===== src/rtl/k12a_lcd_sequencer.sv =====
// rtl/k12a_lcd_sequencer.sv - timed HD44780 write sequencer with write FIFO (4-bit mode: K12A_LCD_4BIT_EN)
module k12a_lcd_sequencer #(
  parameter int FIFO_DEPTH   = 4,
  parameter int SETUP_CYCLES = 1,
  parameter int EN_CYCLES    = 4,
  parameter int HOLD_CYCLES  = 1,
  parameter int CMD_DELAY    = 40,
  parameter int LONG_DELAY   = 1600
) (
  input  logic       cpu_clock,
  input  logic       reset_n,
  input  logic       wr_n,
  input  logic       wr_rs,
  input  logic [7:0] wr_data,
  output logic       fifo_full,
  output logic       busy,
  output logic       overflow,
  output logic       lcd_rs,
  output logic       lcd_rw,
  output logic       lcd_en,
  output logic [7:0] lcd_data
);

  localparam int PW    = $clog2(FIFO_DEPTH);
  localparam int MAX_A = (SETUP_CYCLES > EN_CYCLES) ? SETUP_CYCLES : EN_CYCLES;
  localparam int MAX_B = (HOLD_CYCLES > CMD_DELAY) ? HOLD_CYCLES : CMD_DELAY;
  localparam int MAX_C = (MAX_A > MAX_B) ? MAX_A : MAX_B;
  localparam int MAX_D = (MAX_C > LONG_DELAY) ? MAX_C : LONG_DELAY;
  localparam int CW    = $clog2(MAX_D + 1);

  localparam logic [CW-1:0] C_ONE   = CW'(1);
  localparam logic [CW-1:0] C_SETUP = CW'(SETUP_CYCLES);
  localparam logic [CW-1:0] C_EN    = CW'(EN_CYCLES);
  localparam logic [CW-1:0] C_HOLD  = CW'(HOLD_CYCLES);
  localparam logic [CW-1:0] C_CMD   = CW'(CMD_DELAY);
  localparam logic [CW-1:0] C_LONG  = CW'(LONG_DELAY);
  localparam logic [PW:0]   C_FULL  = (PW+1)'(FIFO_DEPTH);

  typedef enum logic [2:0] {S_IDLE, S_SETUP, S_ENABLE, S_HOLD, S_DELAY} state_t;

  logic [8:0]    r_mem [FIFO_DEPTH];
  logic [PW-1:0] r_wr_ptr;
  logic [PW-1:0] r_rd_ptr;
  logic [PW:0]   r_count;
  logic          r_overflow;

  state_t        r_state;
  state_t        w_state_nxt;
  logic [CW-1:0] r_cnt;
  logic [CW-1:0] w_cnt_nxt;
  logic          r_en;
  logic          r_rs;
  logic [7:0]    r_byte;

  logic          w_full;
  logic          w_push;
  logic          w_pop;
  logic          w_long;
  logic [8:0]    w_head;

`ifdef K12A_LCD_4BIT_EN
  logic          r_lo;
  logic          w_lo_set;
`endif

  assign w_full = (r_count == C_FULL);
  assign w_push = !wr_n && !w_full;
  assign w_head = r_mem[r_rd_ptr];
  assign w_long = !r_rs && ((r_byte == 8'h01) || (r_byte == 8'h02) || (r_byte == 8'h03));

  // FIFO storage; contents need no reset because pointers and count define validity
  always_ff @(posedge cpu_clock) begin
    if (w_push) r_mem[r_wr_ptr] <= {wr_rs, wr_data};
  end

  // FIFO pointers, occupancy and sticky overflow flag
  always_ff @(posedge cpu_clock or negedge reset_n) begin
    if (!reset_n) begin
      r_wr_ptr   <= '0;
      r_rd_ptr   <= '0;
      r_count    <= '0;
      r_overflow <= 1'b0;
    end else begin
      if (w_push) r_wr_ptr <= r_wr_ptr + 1'b1;
      if (w_pop)  r_rd_ptr <= r_rd_ptr + 1'b1;
      case ({w_push, w_pop})
        2'b10:   r_count <= r_count + 1'b1;
        2'b01:   r_count <= r_count - 1'b1;
        default: r_count <= r_count;
      endcase
      if (!wr_n && w_full) r_overflow <= 1'b1;
    end
  end

  // Next-state logic: one down-counter reloaded on every state change
  always_comb begin
    w_state_nxt = r_state;
    w_cnt_nxt   = r_cnt;
    w_pop       = 1'b0;
`ifdef K12A_LCD_4BIT_EN
    w_lo_set    = 1'b0;
`endif
    case (r_state)
      S_IDLE: begin
        if (r_count != '0) begin
          w_pop       = 1'b1;
          w_state_nxt = S_SETUP;
          w_cnt_nxt   = C_SETUP;
        end
      end
      S_SETUP: begin
        if (r_cnt == C_ONE) begin
          w_state_nxt = S_ENABLE;
          w_cnt_nxt   = C_EN;
        end else begin
          w_cnt_nxt = r_cnt - 1'b1;
        end
      end
      S_ENABLE: begin
        if (r_cnt == C_ONE) begin
          w_state_nxt = S_HOLD;
          w_cnt_nxt   = C_HOLD;
        end else begin
          w_cnt_nxt = r_cnt - 1'b1;
        end
      end
      S_HOLD: begin
        if (r_cnt == C_ONE) begin
`ifdef K12A_LCD_4BIT_EN
          if (!r_lo) begin
            w_state_nxt = S_SETUP;
            w_cnt_nxt   = C_SETUP;
            w_lo_set    = 1'b1;
          end else
`endif
          begin
            w_state_nxt = S_DELAY;
            w_cnt_nxt   = w_long ? C_LONG : C_CMD;
          end
        end else begin
          w_cnt_nxt = r_cnt - 1'b1;
        end
      end
      S_DELAY: begin
        if (r_cnt == C_ONE) begin
          w_state_nxt = S_IDLE;
        end else begin
          w_cnt_nxt = r_cnt - 1'b1;
        end
      end
      default: w_state_nxt = S_IDLE;
    endcase
  end

  // State register; lcd_en is registered from the next state so it never glitches
  always_ff @(posedge cpu_clock or negedge reset_n) begin
    if (!reset_n) begin
      r_state <= S_IDLE;
      r_cnt   <= '0;
      r_en    <= 1'b0;
    end else begin
      r_state <= w_state_nxt;
      r_cnt   <= w_cnt_nxt;
      r_en    <= (w_state_nxt == S_ENABLE);
    end
  end

  // Transfer registers: captured on pop and held until the next pop
  always_ff @(posedge cpu_clock or negedge reset_n) begin
    if (!reset_n) begin
      r_rs   <= 1'b0;
      r_byte <= 8'h00;
`ifdef K12A_LCD_4BIT_EN
      r_lo   <= 1'b0;
`endif
    end else begin
      if (w_pop) {r_rs, r_byte} <= w_head;
`ifdef K12A_LCD_4BIT_EN
      if (w_pop)         r_lo <= 1'b0;
      else if (w_lo_set) r_lo <= 1'b1;
`endif
    end
  end

`ifdef K12A_LCD_4BIT_EN
  assign lcd_data = r_lo ? {r_byte[3:0], 4'h0} : {r_byte[7:4], 4'h0};
`else
  assign lcd_data = r_byte;
`endif

  assign lcd_rs    = r_rs;
  assign lcd_rw    = 1'b0;
  assign lcd_en    = r_en;
  assign fifo_full = w_full;
  assign overflow  = r_overflow;
  assign busy      = (r_state != S_IDLE) || (r_count != '0);

endmodule


===== config.mk =====
export PLATFORM = sky130hd
export DESIGN_NAME = k12a_lcd_sequencer
export DESIGN_NICKNAME = d
export VERILOG_FILES = /design/src/rtl/k12a_lcd_sequencer.sv
export SDC_FILE = /design/constraint.sdc
export NUM_CORES = 1
export LEC_CHECK = 0
export ABC_AREA = 1
export CAP_MARGIN = 5
export CORE_ASPECT_RATIO = 1.75
export CORE_MARGIN = 10
export CORE_UTILIZATION = 52
export DETAILED_ROUTE_END_ITERATION = 7
export PLACE_DENSITY = 0.75
export SLEW_MARGIN = 20
export SYNTH_ARGS = -nofsm -noshare
export SYNTH_HDL_FRONTEND = slang
export SYNTH_SLANG_ARGS = --single-unit

===== constraint.sdc =====
create_clock -name cpu_clock -period 2.1 [get_ports cpu_clock]
set_clock_uncertainty 0.15 [all_clocks]
set_input_delay 0.42 -clock cpu_clock [delete_from_list [all_inputs] [get_ports cpu_clock]]
set_output_delay 0.42 -clock cpu_clock [all_outputs]
set_load 0.02 [all_outputs]

==> run_results.csv <==
group,metric,value,unit
outcome,status,"completed",
sta,setup_slack,116,ps
power_and_ir_drop,peakVddDrop,0.000800,V
setup_path,crit_path_end_kind,"flop",
setup_path,rrSetupSlack,120,ps
detailed_routing,first_iter_violations,108,
grt,antenna_found_initial,0,
synth,synth_warnings,0,
job,drv_cap,0,
sta,finalSetupViolations,0,
detailed_routing,via_per_inst,5.10,
sta,finalCritPeriodShare,94.5,%
grt,grt_pass1_vias,2470,
power_and_ir_drop,finalPower,6.04,mW
placed_design,gp_congestion,0.915,
floorplanning,io_pins,26,
setup_path,cp.arrival,2050,ps
cells_and_area,n_antenna_cell,0,
cells_and_area,nNetsFinal,406,
synth,synth_top_area_share,33.2,%
clocking,cts_tree,"yes",
synth,synth_cell_types,36,
grt,grt_pass1_wl,10900,um
floorplanning,fp.dieH,125,um
synth,synth_most_common_cell,"nand2_1",
synth,synthesis.nets,365,
detailed_routing,drc,0,
detailed_routing,firstDrtPassIters,4,
floorplanning,coreArea,0.00613,mm2
synth,synth_edf_count,36,
setup_path,critical_path_class,"reg2reg",
worst_hold_path,hp-class,"in2async",
clocking,clockRootBuffer,"clkbuf_8",
clocking,path_clk_slew,70,ps
clocking,cts.path.max_buffers,2,
floorplanning,num_rows,38,
setup_path,timing.rr.end,"r_count[2]",
sta,finalCriticalPeriod,1980,ps
synth,syn-cell-area,0.00326,mm2
detailed_routing,routedWlPerCell,13.7,um
clocking,cts_buffers,9,
synth,synth_top_cell_by_area,"edfxtp_1",
setup_path,crit_start,"r_state[1]",
placed_design,dp.cells,454,
placed_design,place_ws,-114,ps
power_and_ir_drop,leakage,1.70,nW
synth,syn_area_per_cell,9.45,um2
synth,syn_inst,345,
synth,synth_seq_cells,68,
sta,fmax,0.504,GHz
sta,rsz0062_at_grt,"false",
floorplanning,die_w,79.9,um
sta,finalMaxSlewViolations,0,
synth,seq_area_frac_synth,57.7,%
detailed_routing,postRouteAntennaNets,0,
clocking,htreeDepth,3,
cells_and_area,final_core_util,63.3,%
cells_and_area,final_cells,471,
power_and_ir_drop,powerDensity,1560,mW/mm2
setup_path,worstPathMaxFanout,4,
placed_design,port_buffers,24,
clocking,numClockSinks,68,
synth,synth_area_leaders,"edfxtp_1 (33%), dfrtp_1 (25%), nand2_1 (8.2%)",
clocking,insertion_delay,340,ps
cells_and_area,drive_gt1_share,13.6,%
setup_path,crit_path_end,"r_count[2]",
grt,grtUsageTotal,13.9,%
sta,fin_tns_setup,0,ps
sta,final-hold-violation-count,0,
synth,synthFlopType,"edfxtp_1",
setup_path,start_kind,"flop",
placed_design,dpl.hpwl,4930,um
floorplanning,initial_core_util,53.2,%
setup_path,rr_worst_depth,11,
setup_path,critical_path_required,2170,ps
detailed_routing,wl,6460,um
synth,synth_common_cells,"nand2_1 (71), nor2_1 (57), edfxtp_1 (36)",
grt,grt_overflow,0,
cells_and_area,area_growth,19.1,%
grt,grt_max_degree,33,
setup_path,r2r_start,"r_state[1]",
detailed_routing,vias,2401,
synth,postSynth.asyncResetShare,47.1,%
floorplanning,dieArea,0.00996,mm2
==> flip-flops by register name (all words and copies together), names as in the netlist <==
name and flops:
r_cnt 11, r_rd_ptr 2, r_state 3, r_wr_ptr 2, r_mem 36, lcd_rs 1, overflow 1, r_count 3
lcd_en 1, lcd_data 8
==> power breakdown <==
group / internal [mW] / switching [mW] / total, mW / leakage (nW)
combinational: 1.15 / 1.76 / 2.91 / 0.893
clock: 0.541 / 0.465 / 1.01 / 0.0846
sequential: 1.85 / 0.285 / 2.13 / 0.720
total: 3.53 / 2.51 / 6.04 / 1.70
==> cell families (layout without fill, tap and decap cells) <==
group / after synthesis / count (layout) / synth area share [%]
AO/OA/AOI/OAI: 47 / 47 / 8.25
XOR/XNOR: 8 / 8 / 2.15
adder cells (fa/ha/maj): 8 / 8 / 3.30
buffers and inverters: 48 / 94 / 6.33
flip-flops: 68 / 68 / 57.7
other: 1 / 1 / 0.115
AND/OR/NAND/NOR: 165 / 165 / 22.1
==> per-stage QoR <==
| stage | hold WS (ps) | area (um2) |
|---|---|---|
| 3_5_place_dp | 328 | 3680 |
| 4_1_cts | 337 | 3860 |
| 2_1_floorplan | -25.6 | 3300 |
| 5_1_grt | 365 | 3880 |
| 3_3_place_gp | 312 | 3680 |
| 6_report | 336 | 3880 |
==> cell usage in the layout, fill, tap and decap left out, types with 2 or more instances in the layout <==
cell and instances:
a31oi_1 3, xor2_1 6, nor2_1 56, edfxtp_1 36, xnor2_1 2, nand4_1 3
dfrtp_1 31, o21bai_1 2, clkinv_1 3, ha_1 6, nor3_1 2, clkdlybuf4s50_1 22
nand2_2 4, inv_1 32, nand3_1 14, o22ai_1 6, a21oi_1 4, o21ai_0 23
nor2_4 3, clkbuf_8 9, inv_2 5, o21ai_1 7, nor2_2 5, clkinvlp_4 2
nand2_1 71, buf_4 14, clkbuf_1 2
==> layer usage <==
layer / wire (um) / global-route usage (%) / vias to the layer above / share of wire (%)
met5: 0 / 0 / - / 0
met4: 238 / 10.5 / 0 / 3.7
met2: 3530 / 24.5 / 49 / 55
met1: 2470 / 13.7 / 1130 / 38
met3: 219 / 2.38 / 18 / 3.4
li1: - / - / 1204 / -
==> worst min path at each step <==
| stage | start | slack [ps] | endpoint | cells past startpoint |
|---|---|---|---|---|
| 3_3_place_gp | overflow | 310 | overflow | 1 |
| 4_1_cts | reset_n | 340 | r_cnt[2] | 2 |
| 6_report | reset_n | 340 | r_cnt[2] | 2 |
| 3_5_place_dp | overflow | 330 | overflow | 1 |
| 5_1_grt | overflow | 360 | overflow | 1 |
| 2_1_floorplan | reset_n | -30 | lcd_data[0] | 0 |
==> repair_timing <==
| action | in CTS | in global routing |
|---|---|---|
| setup buffers | 0 | 1 |
| hold endpoints to repair | 0 | 0 |
| hold buffers | 0 | 0 |
| gates resized for setup | 2 | 2 |
| setup endpoints to repair | 2 | 7 |
| pin swaps | 0 | 1 |
==> critical path, cell delays in order (launching register included) <==
cell     delay, ps
dfrtp_1        390
inv_2           80
nand2_1         80
nor2_2         120
nand2_2         90
inv_4           70
ha_4           120
inv_2           40
fa_2           360
a21oi_1        130
o21ai_1         90
xor2_1         150
==> final cells by class <==
cell class / instances / area, um2
repair buffers: 39 / 364
fillers: 506 / 2250
inverters: 39 / 149
multi-input cells: 229 / 1200
clock buffers: 11 / 131
flip-flops and latches: 68 / 1880
well taps: 80 / 100
clock inverters: 5 / 52.6
(Power assumes the default switching activity.)
